==> src/rtl/serial_alu_ctrl.sv <==
// Bit-serial ALU sequencer. It feeds operand bits LSB-first to an external 1-bit slice,
// chains the slice carry, and assembles the result word with carry and zero flags.
module serial_alu_ctrl #(
    parameter int WIDTH = 8
) (
    input  logic             clk,
    input  logic             rst,
    input  logic             start,
    input  logic [WIDTH-1:0] a,
    input  logic [WIDTH-1:0] b,
    input  logic [2:0]       op,
    output logic             ready,
    output logic             busy,
    output logic             done,
    output logic [WIDTH-1:0] result,
    output logic             carry_out,
    output logic             zero,
    output logic             s_a,
    output logic             s_b,
    output logic             s_o1,
    output logic             s_o2,
    output logic             s_o3,
    output logic             s_cin,
    input  logic             s_c,
    input  logic             s_cout
);
    localparam int            IW       = (WIDTH > 1) ? $clog2(WIDTH) : 1;
    localparam logic [IW-1:0] LAST_IDX = IW'(WIDTH - 1);
    localparam logic [2:0]    OP_ADD   = 3'b111;

    typedef enum logic [1:0] {IDLE, RUN, DONE} state_e;

    state_e           state_q;
    logic [WIDTH-1:0] a_q, b_q, result_q, result_d;
    logic [2:0]       op_q;
    logic [IW-1:0]    idx_q;
    logic             carry_q, carry_out_q, zero_q;

    assign ready     = (state_q == IDLE);
    assign busy      = (state_q == RUN);
    assign done      = (state_q == DONE);
    assign result    = result_q;
    assign carry_out = carry_out_q;
    assign zero      = zero_q;

    // NOTE: every signal written in an always_comb gets a default first, so no latch is inferred.
    always_comb begin
        s_a                = 1'b0;
        s_b                = 1'b0;
        {s_o1, s_o2, s_o3} = 3'b000;
        s_cin              = 1'b0;
        if (state_q == RUN) begin
            s_a                = a_q[idx_q];
            s_b                = b_q[idx_q];
            {s_o1, s_o2, s_o3} = op_q;
            s_cin              = carry_q;
        end
    end

    // The result word with the slice's current bit merged in. This lets zero include the MSB.
    always_comb begin
        result_d = result_q;
        if (state_q == RUN) begin
            result_d[idx_q] = s_c;
        end
    end

    // NOTE: sequential state uses non-blocking assignments only, so every register sees pre-edge values.
    always_ff @(posedge clk) begin
        if (rst) begin
            state_q     <= IDLE;
            a_q         <= '0;
            b_q         <= '0;
            op_q        <= '0;
            idx_q       <= '0;
            carry_q     <= 1'b0;
            result_q    <= '0;
            carry_out_q <= 1'b0;
            zero_q      <= 1'b0;
        end else begin
            case (state_q)
                IDLE: begin
                    if (start) begin
                        a_q      <= a;
                        b_q      <= b;
                        op_q     <= op;
                        idx_q    <= '0;
                        carry_q  <= 1'b0;
                        result_q <= '0;
                        state_q  <= RUN;
                    end
                end
                RUN: begin
                    result_q <= result_d;
                    carry_q  <= s_cout;
                    if (idx_q == LAST_IDX) begin
                        carry_out_q <= (op_q == OP_ADD) ? s_cout : 1'b0;
                        zero_q      <= (result_d == '0);
                        state_q     <= DONE;
                    end else begin
                        idx_q <= idx_q + 1'b1;
                    end
                end
                DONE:    state_q <= IDLE;
                default: state_q <= IDLE;
            endcase
        end
    end
endmodule

==> config.mk <==
export PLATFORM = sky130hd
export DESIGN_NAME = serial_alu_ctrl
export DESIGN_NICKNAME = d
export VERILOG_FILES = /design/src/rtl/serial_alu_ctrl.sv
export SDC_FILE = /design/constraint.sdc
export NUM_CORES = 1
export LEC_CHECK = 0
export ABC_AREA = 1
export CAP_MARGIN = 10
export CORE_MARGIN = 10
export CORE_UTILIZATION = 44
export CTS_CLUSTER_SIZE = 20
export DETAILED_ROUTE_END_ITERATION = 8
export GPL_ROUTABILITY_DRIVEN = 0
export PLACE_DENSITY = 0.75
export SLEW_MARGIN = 40
export SYNTH_ARGS = -nofsm -noshare
export SYNTH_HDL_FRONTEND = slang
export SYNTH_SLANG_ARGS = --single-unit
==> constraint.sdc <==
create_clock -name clk -period 1.35 [get_ports clk]
set_clock_uncertainty 0.2 [all_clocks]
set_input_delay 0.2025 -clock clk [delete_from_list [all_inputs] [get_ports clk]]
set_output_delay 0.2025 -clock clk [all_outputs]
set_load 0.01 [all_outputs]
==> results.md <==
- TritonCTS Buffers: 5
- Fmax: 502 MHz
- Slowest stage delay, CP: 0.39 ns
- R2r endpoint: zero$_SDFFE_PP0P_
- CP Capture Type: primary output
- Stages on the worst setup path: 8
- Slew Limit Fails: 0
- Failing checks: setup timing
- Share of layout cells above drive strength 1: 47.8%
- Seq pwr share: 41.1%
- # diodes: 0
- CP required: 0.95 ns
- CP Cell Sequence: buf_12 -> nand2_4 -> clkinv_4 -> nand2_1 -> nand3_1 -> a211oi_2 -> nor3_2 -> buf_2
- Register area: 719 sq um
- DRT Pass-1 Iters: 6
- IO buf count: 42
- Drt wl/cell: 23.6 um
- Synth cell types: 27
- Final setup fails: 44
- Clock Latency Late Sink: 0.30 ns
- Crit path max fanout: 4
- Die X: 83.3 um
- Mapped cell area: 0.00177 sq mm
- Comb pwr share: 32.0%
- Type of the tightest min-delay check: primary input to register
- Number of global-route vias before repair: 2402
- Initial Util: 46.8%
- Synth warn: 0
- Worst-Margin Slew: 0.410 ns
- Initial antenna violation count: 0
- Pin count of the biggest net entering global routing: 17
- HPWL after DPL: 3750 um
- Clock share of power: 26.8%
- Vias: 2626
- Pleak: 0.00145 uW
- Min Tclk post-route: 1.99 ns
- Power Density: 807 mW/mm^2
- Final worst-path setup slack: -0.641 ns
- Worst setup path startpoint: idx_q[2]$_SDFFE_PP0P_
- Layout fillers: 121
- Initial DRC Count: 363
- Worst-path clk slew: 0.07 ns
- Flops & latches, synth: 35
- Status: finished with violations
- Avg Inst Size Synth: 6.69 sq um
- Seq/Total Area, Yosys: 39.7%
- Switching portion of total power: 33.2%
- # Max-Cap Violations: 0
- Area Growth Syn to Fin: 96.8%
- Nets@finish: 397
- Synth Net Count: 290
- Clock Tree Root: clkbuf_8
- CP max stage cell: dfxtp_4
- R2R cell count: 10
- Multi-input logic area: 0.00135 sq mm
- Internal power: 1870 uW
- R2R Path Start: idx_q[0]$_SDFFE_PP0P_
- Commonest non-fill, non-tap cell in the layout: nand2_1
- Global-route wire length before repair: 12200 um
- H-tree depth: 2
- Vias per inst: 6.25
- Critical path destination: s_b
- Hold Buf Count CTS: 0
- Setup CP Type: register to primary output
- R2R setup slack: -0.62 ns
- Crit start category: register
- Commonest cells after routing, fill and taps aside: 49 x nand2_1, 38 x buf_4, 30 x dfxtp_1
- Routed Antenna Nets: 0
- Pre-CTS setup slack: -0.585 ns
- Die outline area: 0.00695 sq mm
- Final period utilization: 147%
- DR DRC count: 0
- Max_slew headroom: 72.5%
- Peak VDD IR: 0.683 mV
- Rows: 22
- Arr. time, crit path: 1.59 ns
- CTS max path bufs: 2
- FFs w/ async S/R, synth: 0%
- Core Region: 0.00377 sq mm
- RSZ-0062 raised after global routing: yes
- CTS tree: yes
- Critical path's top delay family: flip-flops
- Final wirelength: 9920 um
- Cells after Synth: 264
- Placement Cell Area: 0.00257 sq mm
- Sw Pwr: 931 uW
- Post-synth EDFFs: 0
- Final hold vios: 0
- Post-route setup TNS: -11.38 ns
- Die height: 83.3 um
- Clk sink count: 35
- All-Layer GR Usage: 21.1%
- Congestion Overflow GR: 0
- I/O pin cnt: 43
- Ys flop type: dfxtp_1
- Design area: 0.00347 sq mm
- Power, Total: 2800 uW
- CP bufs+invs: 3
==> repair_timing <==
| action | 4_1_cts | 5_1_grt |
|---|---|---|
| gates resized for setup | 132 | 86 |
| gates cloned | 5 | 1 |
| buffers inserted | 16 | 11 |
| endpoints found under the setup margin | 53 | 49 |
| pin swaps | 33 | 27 |
==> layer usage <==
metal,vias to the layer above,track usage (%),wire length (um)
met2,276,37.5,4470
met4,0,10.3,868
met5,-,0,0
met1,1178,22.0,3420
li1,1072,-,-
met3,100,6.25,1160
==> Yosys cell counts, drive strengths merged, types with 2 or more instances <==
cell type | number | share of area (%)
clkinv | 2 | 0.50
nand2 | 65 | 15
o21ai | 30 | 8.5
dfxtp | 35 | 40
nor2 | 55 | 13
nor3 | 3 | 0.85
ha | 2 | 1.4
nand3 | 18 | 5.4
clkbuf | 3 | 0.64
o21bai | 3 | 1.3
a21oi | 16 | 4.7
buf | 7 | 2.6
a211oi | 2 | 0.85
inv | 20 | 4.3
==> cells by family after synthesis <==
kind of cell             Yosys count  share of synthesized area [%]
buffers and inverters             32                           8.01
AO/OA/AOI/OAI                     53                           16.2
adder cells (fa/ha/maj)            2                           1.42
flip-flops                        35                           39.7
AND/OR/NAND/NOR                  142                           34.7
==> area by class of cell <==
class,instances,share of cell area [%]
clock buffers,7,2.20
repair buffers,108,32.6
flip-flops and latches,35,20.7
inverters,22,3.75
repair inverters,1,0.144
well taps,48,1.73
multi-input cells,198,38.7
clock inverters,1,0.144
==> power by group through the flow <==
| stage | combinational [uW] | sequential, uW | clock [uW] |
|---|---|---|---|
| after floorplan | 251 | 1150 | 0 |
| after global placement | 469 | 1150 | 0 |
| after detailed placement | 476 | 1150 | 0 |
| after CTS | 694 | 1130 | 744 |
| after global routing | 925 | 1160 | 790 |
| final | 899 | 1150 | 752 |
==> tightest hold or removal path, stage by stage <==
cell and delay (ns):
dlymetal6s2s_1 0.20, nand2_1 0.11, o21ai_1 0.06, nand2_1 0.06, a21oi_1 0.06
==> how the worst min path moves through the flow <==
stage,start,cells past startpoint,to
floorplan,rst,1,result[0]$_SDFFE_PP0P_
global placement,carry_q$_SDFFE_PP0P_,2,carry_q$_SDFFE_PP0P_
detailed placement,carry_out$_SDFFE_PP0P_,2,carry_out$_SDFFE_PP0P_
CTS,carry_out$_SDFFE_PP0P_,2,carry_out$_SDFFE_PP0P_
global route,s_c,5,result[0]$_SDFFE_PP0P_
finish,s_c,5,result[0]$_SDFFE_PP0P_
==> state kept, by name (all words and copies together) (netlist names) <==
signal,cells
carry_out,1
state_q,2
a_q,8
carry_q,1
result,8
op_q,3
zero,1
idx_q,3
b_q,8
==> through the flow <==
step	utilization [%]	hold WS [ns]	cells
4_1_cts	83.3	0.271	411
3_5_place_dp	68.1	0.263	384
6_report	92.1	0.234	420
2_1_floorplan	-	0.0716	264
5_1_grt	92.1	0.265	420
3_3_place_gp	68.1	0.254	384
No activity file was read; power rests on OpenSTA's default activity.
